--- src/rtl/cache_pkg.sv ---
// Shared FSM state encoding and parameter-derived widths for the N-way cache controller.
package cache_pkg;

  typedef enum logic [1:0] {
    IDLE,
    WRITEBACK,
    ALLOCATE,
    FILL
  } cache_state_e;

  function automatic int unsigned off_w(input int unsigned words);
    return $clog2(words);
  endfunction

  function automatic int unsigned idx_w(input int unsigned sets);
    return $clog2(sets);
  endfunction

  function automatic int unsigned tag_w(input int unsigned addr_w, input int unsigned sets,
                                        input int unsigned words);
    return addr_w - $clog2(sets) - $clog2(words);
  endfunction

  // A 1-way cache still needs a 1-bit way select / age field.
  function automatic int unsigned way_w(input int unsigned ways);
    return (ways > 1) ? $clog2(ways) : 1;
  endfunction

  function automatic int unsigned line_w(input int unsigned words);
    return 32 * words;
  endfunction

endpackage

--- src/rtl/cache_sram_nway.sv ---
// Tag/valid/dirty/data storage: combinational read of every way of one set, single-way synchronous write.
module cache_sram_nway
  import cache_pkg::*;
#(
  parameter int unsigned WAYS   = 2,
  parameter int unsigned SETS   = 4,
  parameter int unsigned WORDS  = 4,
  parameter int unsigned TAG_W  = 26,
  parameter int unsigned IDX_W  = idx_w(SETS),
  parameter int unsigned WAY_W  = way_w(WAYS),
  parameter int unsigned LINE_W = line_w(WORDS)
) (
  input  logic                              clk,
  input  logic                              rst,
  input  logic [IDX_W-1:0]                  rd_index,
  output logic [WAYS-1:0]                   rd_valid,
  output logic [WAYS-1:0]                   rd_dirty,
  output logic [WAYS-1:0][TAG_W-1:0]        rd_tag,
  output logic [WAYS-1:0][LINE_W-1:0]       rd_data,
  input  logic                              wr_en,
  input  logic [WAY_W-1:0]                  wr_way,
  input  logic [IDX_W-1:0]                  wr_index,
  input  logic                              wr_valid,
  input  logic                              wr_dirty,
  input  logic [TAG_W-1:0]                  wr_tag,
  input  logic [LINE_W-1:0]                 wr_data
);

  logic [WAYS-1:0]   valid_q [SETS];
  logic [WAYS-1:0]   dirty_q [SETS];
  logic [TAG_W-1:0]  tag_q   [SETS][WAYS];
  logic [LINE_W-1:0] data_q  [SETS][WAYS];

  always_ff @(posedge clk) begin
    if (rst) begin
      for (int unsigned s = 0; s < SETS; s++) begin
        valid_q[s] <= '0;
        dirty_q[s] <= '0;
      end
    end else if (wr_en) begin
      valid_q[wr_index][wr_way] <= wr_valid;
      dirty_q[wr_index][wr_way] <= wr_dirty;
    end
  end

  always_ff @(posedge clk) begin
    if (wr_en) begin
      tag_q[wr_index][wr_way]  <= wr_tag;
      data_q[wr_index][wr_way] <= wr_data;
    end
  end

  assign rd_valid = valid_q[rd_index];
  assign rd_dirty = dirty_q[rd_index];

  always_comb begin
    for (int unsigned w = 0; w < WAYS; w++) begin
      rd_tag[w]  = tag_q[rd_index][w];
      rd_data[w] = data_q[rd_index][w];
    end
  end

endmodule

--- src/rtl/cache_ctrl_nway.sv ---
// N-way set-associative write-back/write-allocate cache controller with LRU replacement.
// Optional hit/miss counters are built when CACHE_PERF_EN is defined.
module cache_ctrl_nway
  import cache_pkg::*;
#(
  parameter int unsigned WAYS   = 2,
  parameter int unsigned SETS   = 4,
  parameter int unsigned WORDS  = 4,
  parameter int unsigned ADDR_W = 30
) (
  input  logic                             clk,
  input  logic                             proc_reset,
  input  logic                             proc_read,
  input  logic                             proc_write,
  input  logic [ADDR_W-1:0]                proc_addr,
  input  logic [31:0]                      proc_wdata,
  output logic [31:0]                      proc_rdata,
  output logic                             proc_stall,
  output logic                             mem_read,
  output logic                             mem_write,
  output logic [ADDR_W-off_w(WORDS)-1:0]   mem_addr,
  output logic [32*WORDS-1:0]              mem_wdata,
  input  logic [32*WORDS-1:0]              mem_rdata,
  input  logic                             mem_ready
`ifdef CACHE_PERF_EN
  ,
  output logic [31:0]                      hit_cnt,
  output logic [31:0]                      miss_cnt
`endif
);

  localparam int unsigned OFF_W  = off_w(WORDS);
  localparam int unsigned IDX_W  = idx_w(SETS);
  localparam int unsigned TAG_W  = tag_w(ADDR_W, SETS, WORDS);
  localparam int unsigned WAY_W  = way_w(WAYS);
  localparam int unsigned LINE_W = line_w(WORDS);

  logic [OFF_W-1:0] offset;
  logic [IDX_W-1:0] index;
  logic [TAG_W-1:0] tag;
  logic             req;

  assign offset = proc_addr[OFF_W-1:0];
  assign index  = proc_addr[OFF_W +: IDX_W];
  assign tag    = proc_addr[ADDR_W-1 -: TAG_W];
  assign req    = proc_read | proc_write;

  logic [WAYS-1:0]             rd_valid, rd_dirty;
  logic [WAYS-1:0][TAG_W-1:0]  rd_tag;
  logic [WAYS-1:0][LINE_W-1:0] rd_data;
  logic                        wr_en, wr_dirty;
  logic [WAY_W-1:0]            wr_way;
  logic [LINE_W-1:0]           wr_data;

  cache_sram_nway #(
    .WAYS  (WAYS),
    .SETS  (SETS),
    .WORDS (WORDS),
    .TAG_W (TAG_W)
  ) u_sram (
    .clk      (clk),
    .rst      (proc_reset),
    .rd_index (index),
    .rd_valid (rd_valid),
    .rd_dirty (rd_dirty),
    .rd_tag   (rd_tag),
    .rd_data  (rd_data),
    .wr_en    (wr_en),
    .wr_way   (wr_way),
    .wr_index (index),
    .wr_valid (1'b1),
    .wr_dirty (wr_dirty),
    .wr_tag   (tag),
    .wr_data  (wr_data)
  );

  cache_state_e      state_q, state_d;
  logic [WAY_W-1:0]  victim_q, victim, hit_way, lru_way;
  logic [LINE_W-1:0] line_q, base, merged;
  logic [WAY_W-1:0]  age_q [SETS][WAYS];
  logic              hit, lru_en;

  always_comb begin
    hit     = 1'b0;
    hit_way = '0;
    for (int unsigned w = 0; w < WAYS; w++) begin
      if (rd_valid[w] && (rd_tag[w] == tag)) begin
        hit     = 1'b1;
        hit_way = WAY_W'(w);
      end
    end
  end

  // Oldest way is the fallback; the downward scan leaves the lowest invalid way on top.
  always_comb begin
    victim = '0;
    for (int unsigned w = 0; w < WAYS; w++) begin
      if (age_q[index][w] == WAY_W'(WAYS - 1)) victim = WAY_W'(w);
    end
    for (int unsigned w = WAYS; w > 0; w--) begin
      if (!rd_valid[w-1]) victim = WAY_W'(w - 1);
    end
  end

  always_comb begin
    base   = (state_q == FILL) ? line_q : rd_data[hit_way];
    merged = base;
    merged[{offset, 5'd0} +: 32] = proc_wdata;
  end

  always_comb begin
    state_d   = state_q;
    mem_read  = 1'b0;
    mem_write = 1'b0;
    mem_addr  = proc_addr[ADDR_W-1:OFF_W];
    wr_en     = 1'b0;
    wr_way    = hit_way;
    wr_dirty  = 1'b1;
    wr_data   = proc_write ? merged : base;
    lru_en    = 1'b0;
    lru_way   = hit_way;
    case (state_q)
      IDLE: begin
        if (req && hit) begin
          lru_en = 1'b1;
          wr_en  = proc_write;
        end else if (req) begin
          state_d = (rd_valid[victim] && rd_dirty[victim]) ? WRITEBACK : ALLOCATE;
        end
      end
      WRITEBACK: begin
        mem_write = 1'b1;
        mem_addr  = {rd_tag[victim_q], index};
        if (mem_ready) state_d = ALLOCATE;
      end
      ALLOCATE: begin
        mem_read = 1'b1;
        if (mem_ready) state_d = FILL;
      end
      FILL: begin
        wr_en    = 1'b1;
        wr_way   = victim_q;
        wr_dirty = proc_write;
        lru_en   = 1'b1;
        lru_way  = victim_q;
        state_d  = IDLE;
      end
      default: state_d = IDLE;
    endcase
    if (proc_reset) begin
      mem_read  = 1'b0;
      mem_write = 1'b0;
      wr_en     = 1'b0;
      lru_en    = 1'b0;
    end
  end

  assign mem_wdata  = rd_data[victim_q];
  assign proc_rdata = rd_data[hit_way][{offset, 5'd0} +: 32];
  assign proc_stall = !proc_reset && req && !((state_q == IDLE) && hit);

  always_ff @(posedge clk) begin
    if (proc_reset) begin
      state_q  <= IDLE;
      victim_q <= '0;
      line_q   <= '0;
    end else begin
      state_q <= state_d;
      if ((state_q == IDLE) && (state_d != IDLE)) victim_q <= victim;
      if ((state_q == ALLOCATE) && mem_ready) line_q <= mem_rdata;
    end
  end

  always_ff @(posedge clk) begin
    if (proc_reset) begin
      for (int unsigned s = 0; s < SETS; s++)
        for (int unsigned w = 0; w < WAYS; w++)
          age_q[s][w] <= WAY_W'(w);
    end else if (lru_en) begin
      for (int unsigned w = 0; w < WAYS; w++) begin
        if (WAY_W'(w) == lru_way) age_q[index][w] <= '0;
        else if (age_q[index][w] < age_q[index][lru_way]) age_q[index][w] <= age_q[index][w] + 1'b1;
      end
    end
  end

`ifdef CACHE_PERF_EN
  // retry_q marks the IDLE cycle right after FILL, whose hit completes a miss.
  logic retry_q;

  always_ff @(posedge clk) begin
    if (proc_reset) begin
      hit_cnt  <= '0;
      miss_cnt <= '0;
      retry_q  <= 1'b0;
    end else begin
      if (state_q == FILL) retry_q <= 1'b1;
      else if (state_q == IDLE) retry_q <= 1'b0;
      if ((state_q == IDLE) && req && hit && !retry_q && (hit_cnt != '1))
        hit_cnt <= hit_cnt + 1'b1;
      if ((state_q == IDLE) && (state_d != IDLE) && (miss_cnt != '1))
        miss_cnt <= miss_cnt + 1'b1;
    end
  end
`endif

endmodule

--- config.mk ---
export PLATFORM = sky130hd
export DESIGN_NAME = cache_ctrl_nway
export DESIGN_NICKNAME = d
export VERILOG_FILES = /design/src/rtl/cache_pkg.sv /design/src/rtl/cache_sram_nway.sv /design/src/rtl/cache_ctrl_nway.sv
export SDC_FILE = /design/constraint.sdc
export NUM_CORES = 2
export LEC_CHECK = 0
export ABC_AREA = 0
export BUFFER_PORTS_ARGS = -buffer_cell sky130_fd_sc_hd__buf_2
export CAP_MARGIN = 5
export CORE_MARGIN = 4
export CORE_UTILIZATION = 44
export CTS_BUF_LIST = sky130_fd_sc_hd__clkbuf_16
export DETAILED_ROUTE_END_ITERATION = 7
export PLACE_DENSITY_LB_ADDON = 0.1
export SYNTH_ARGS = -nofsm -noshare
export SYNTH_HDL_FRONTEND = slang
export SYNTH_HIERARCHICAL = 1
export SYNTH_SLANG_ARGS = --single-unit
--- constraint.sdc ---
create_clock -name clk -period 33.6 [get_ports clk]
set_input_delay 10.08 -clock clk [delete_from_list [all_inputs] [get_ports clk]]
set_output_delay 10.08 -clock clk [all_outputs]
set_load 0.05 [all_outputs]
==> flow_metrics.tcl <==
set metrics [dict create \
    cts.reportedPaths.clkPinSlew_ns 0.06 \
    drc_errors 0 \
    syn_area_sq_um 59200 \
    ys_warn_count 6 \
    grt_max_degree 118 \
    leakagePower_nw 22.3 \
    synth_edf_count 1255 \
    crit_type "in2out" \
    avgSynthCellArea_sq_um 16.9 \
    boundaryPins 386 \
    p_per_area_nw_per_um2 63.7 \
    cts_buffer_depth 3 \
    min_period_ns 25.42 \
    cpPeakStageDelay_ns 0.90 \
    ys_types 56 \
    crit_path_frequent_cell "buf_4" \
    overflow 0 \
    setup_tns_ns 0 \
    routedWlPerCell_um 31.9 \
    power_frac_comb_pct 16.9 \
    dr.first_iter.drc_count 3826 \
    die_h_um 375 \
    netlist_instances 3504 \
    met1_usage_pct 35.6 \
    ctsResizeCount 0 \
    cts_buffers 149 \
    io_buffers 385 \
    cts.sink_count 1387 \
    outcome "finished, final reports clean" \
    use_met2_pct 42.3 \
    ir_drop_mv 0.0503 \
    gp_congestion 0.776 \
    p_sw_w 0.00124 \
    holdWs_ns 0.451 \
    antenna_found_initial 15 \
    via_count 34878 \
    grt_use_total_pct 26.0 \
    setup_viol 0 \
    p_int_w 0.00305 \
    hold_buffers 0 \
    cp.required_ns 23.52 \
    final_nets 4052 \
    drive_gt1_share_pct 30.0 \
    hold_viol 0 \
    slew_viol_final 0 \
    vias_per_cell 6.07 \
    die_area_sq_um 140000 \
    ys_seq_area_share_pct 68.1 \
    crit_arrival_ns 15.34 \
    wl_um 183000 \
    synth-main-ff-cell "edfxtp_1" \
    firstDrtPassIters 5 \
    worstMarginPinSlew_ns 1.14 \
    die_x_um 375 \
    end_kind "output pin" \
    switching_share_pct 28.8 \
    num_rows 134 \
    grt_pass1_wl_um 263000 \
    drv_cap 0 \
    hp-class "reg2reg" \
    cp_cell_sequence "buf_8 > buf_4 > buf_4 > buf_4 > mux4_2 > mux4_1 > mux2_2 > buf_2" \
    fill_cells 11158 \
    coreArea_sq_um 134000 \
    grtUsageMet3_pct 4.46 \
    async_flop_share_pct 0 \
    cp-start-kind "primary input" \
    slowest_stage "buf_4" \
    post-route-period-util_pct 75.7 \
    fin_skew_ns 0.0208 \
    tritoncts "yes" \
    clock-root-buffer "clkbuf_16" \
    htree_levels 4 \
    busiest_layer "met2" \
    hpwl_um 106000 \
    slew_headroom_pct 24.2 \
    yosys_register_bits 1387 \
    area_growth_pct 13.6 \
    grt_pass1_vias 35412 \
    initial_core_util_pct 44.3 \
    rsz0062_at_grt "false" \
    clock.fmax_mhz 39.3 \
    seqPwrFrac_pct 47.1 \
    clock_latency_ns 0.78 \
    pwr-share-clk_pct 36.0 \
    cts_setup_buffers 0 \
    path_max_fanout 73 \
    postRouteAntennaNets 0 \
]
==> final timing paths <==
path	endpoint	from	cells after the start	slack (ns)
min	line_q[40]	line_q[40]	2	0.45
max reg2reg	u_sram/data_q[3][165]	u_sram/tag_q[3][16]	12	27.26
min reg2reg	line_q[40]	line_q[40]	2	0.45
max	proc_rdata[19]	proc_addr[2]	8	8.18
==> worst max-delay path: cells and delay by family <==
family	cells	cell delay, ns
buf+inv	5	3.32
mux	3	1.70
==> registers in the layout, indices dropped and copies added, names as in the netlist <==
signal,cells
u_sram/valid_q,8
age_q,8
state_q,2
victim_q,1
u_sram/tag_q,208
u_sram/dirty_q,8
u_sram/data_q,1024
line_q,128
==> cell usage in the layout (no fill, tap or decap), types with 130 or more instances in the layout <==
| master | n |
|---|---|
| edfxtp_1 | 1255 |
| nand2_1 | 394 |
| buf_2 | 381 |
| mux4_2 | 365 |
| o21ai_0 | 222 |
| mux2_2 | 160 |
| a21oi_1 | 156 |
| clkbuf_16 | 154 |
| and3_1 | 132 |
| dfxtp_1 | 131 |
| a211oi_1 | 130 |
==> area by class of cell <==
type                       instances  area [sq um]  share of cell area [%]
antenna                            5          12.5                  0.0186
clock inverter                   124           701                    1.04
sequential                      1387         40300                    60.0
clock buffer                     154          3850                    5.73
inverter                          11          43.8                  0.0651
timing repair buffer             448          2530                    3.76
tap                             1768          2210                    3.29
multi-input combinational       1850         17600                    26.1
==> routing by layer <==
layer / vias to the layer above / routed length, um / share of wire [%]
li1: 14741 / - / -
met1: 18408 / 75600 / 41
met2: 1452 / 89000 / 49
met3: 275 / 12400 / 6.7
met4: 2 / 6260 / 3.4
met5: - / 9 / 0.0049
==> power by group through the flow <==
stage	Sequential [W]	Clock [W]	Combinational, W
5_1_grt	0.00202	0.00164	0.000766
3_3_place_gp	0.00206	0	0.000724
2_1_floorplan	0.00204	0	0.000488
6_report	0.00202	0.00154	0.000724
4_1_cts	0.00202	0.00157	0.000729
3_5_place_dp	0.00206	0	0.000727
==> logic make-up (layout without fill, tap and decap cells) <==
family          count (synthesis)  after routing  synth area share, %
other cells                     1             10              0.00634
xor+xnor                       52             52                0.769
compound gates                575            575                 5.53
simple gates                  642            642                 4.95
flops                        1387           1387                 68.1
fa+ha+maj                      10             10                0.211
mux                           566            566                 18.0
buf+inv                       271            737                 2.41
==> stage by stage <==
| stage | setup WS, ns | instances | utilization [%] | instance area (sq um) | total power (W) |
|---|---|---|---|---|---|
| after floorplan | 4.52 | 3508 | - | 59200 | 0.00253 |
| after global placement | 8.04 | 5464 | 46.9 | 62700 | 0.00278 |
| after detailed placement | 8.01 | 5464 | 46.9 | 62700 | 0.00278 |
| after CTS | 8.01 | 5742 | 50.3 | 67300 | 0.00432 |
| after global routing | 7.76 | 5742 | 50.3 | 67300 | 0.00443 |
| final | 8.18 | 5747 | 50.3 | 67300 | 0.00428 |
==> Yosys cell counts, types with 2 or more instances <==
cell / n / share of area (%)
nand4bb_1: 2 / 0.038
o31ai_1: 6 / 0.076
nor3b_1: 2 / 0.025
buf_4: 2 / 0.025
nand3_1: 6 / 0.051
mux4_2: 365 / 14
nor2_1: 43 / 0.27
buf_8: 12 / 0.30
a21oi_1: 156 / 1.3
and3_1: 132 / 1.4
mux4_1: 13 / 0.58
edfxtp_1: 1255 / 64
or4_1: 3 / 0.038
mux2i_1: 28 / 0.47
nand2b_1: 7 / 0.074
xor2_1: 11 / 0.16
xnor2_1: 41 / 0.61
buf_1: 10 / 0.063
a41o_1: 2 / 0.034
nor4_1: 7 / 0.074
nand2_1: 397 / 2.5
mux2_2: 160 / 3.0
ha_1: 10 / 0.21
and3b_1: 2 / 0.030
o21ai_0: 222 / 1.9
buf_2: 35 / 0.30
buf_6: 23 / 0.44
dfxtp_1: 132 / 4.5
inv_1: 11 / 0.070
o21bai_1: 4 / 0.051
clkbuf_1: 175 / 1.1
or3_1: 2 / 0.021
nor4b_1: 3 / 0.044
o21ai_1: 41 / 0.35
nor2b_1: 4 / 0.042
or2_2: 2 / 0.021
o41ai_1: 2 / 0.030
nor3_1: 10 / 0.085
a211oi_1: 130 / 1.6
nand4_1: 16 / 0.17
buf_12: 3 / 0.10
a31oi_1: 2 / 0.021
o211ai_1: 2 / 0.025
Power figures use the tool's default switching activity.
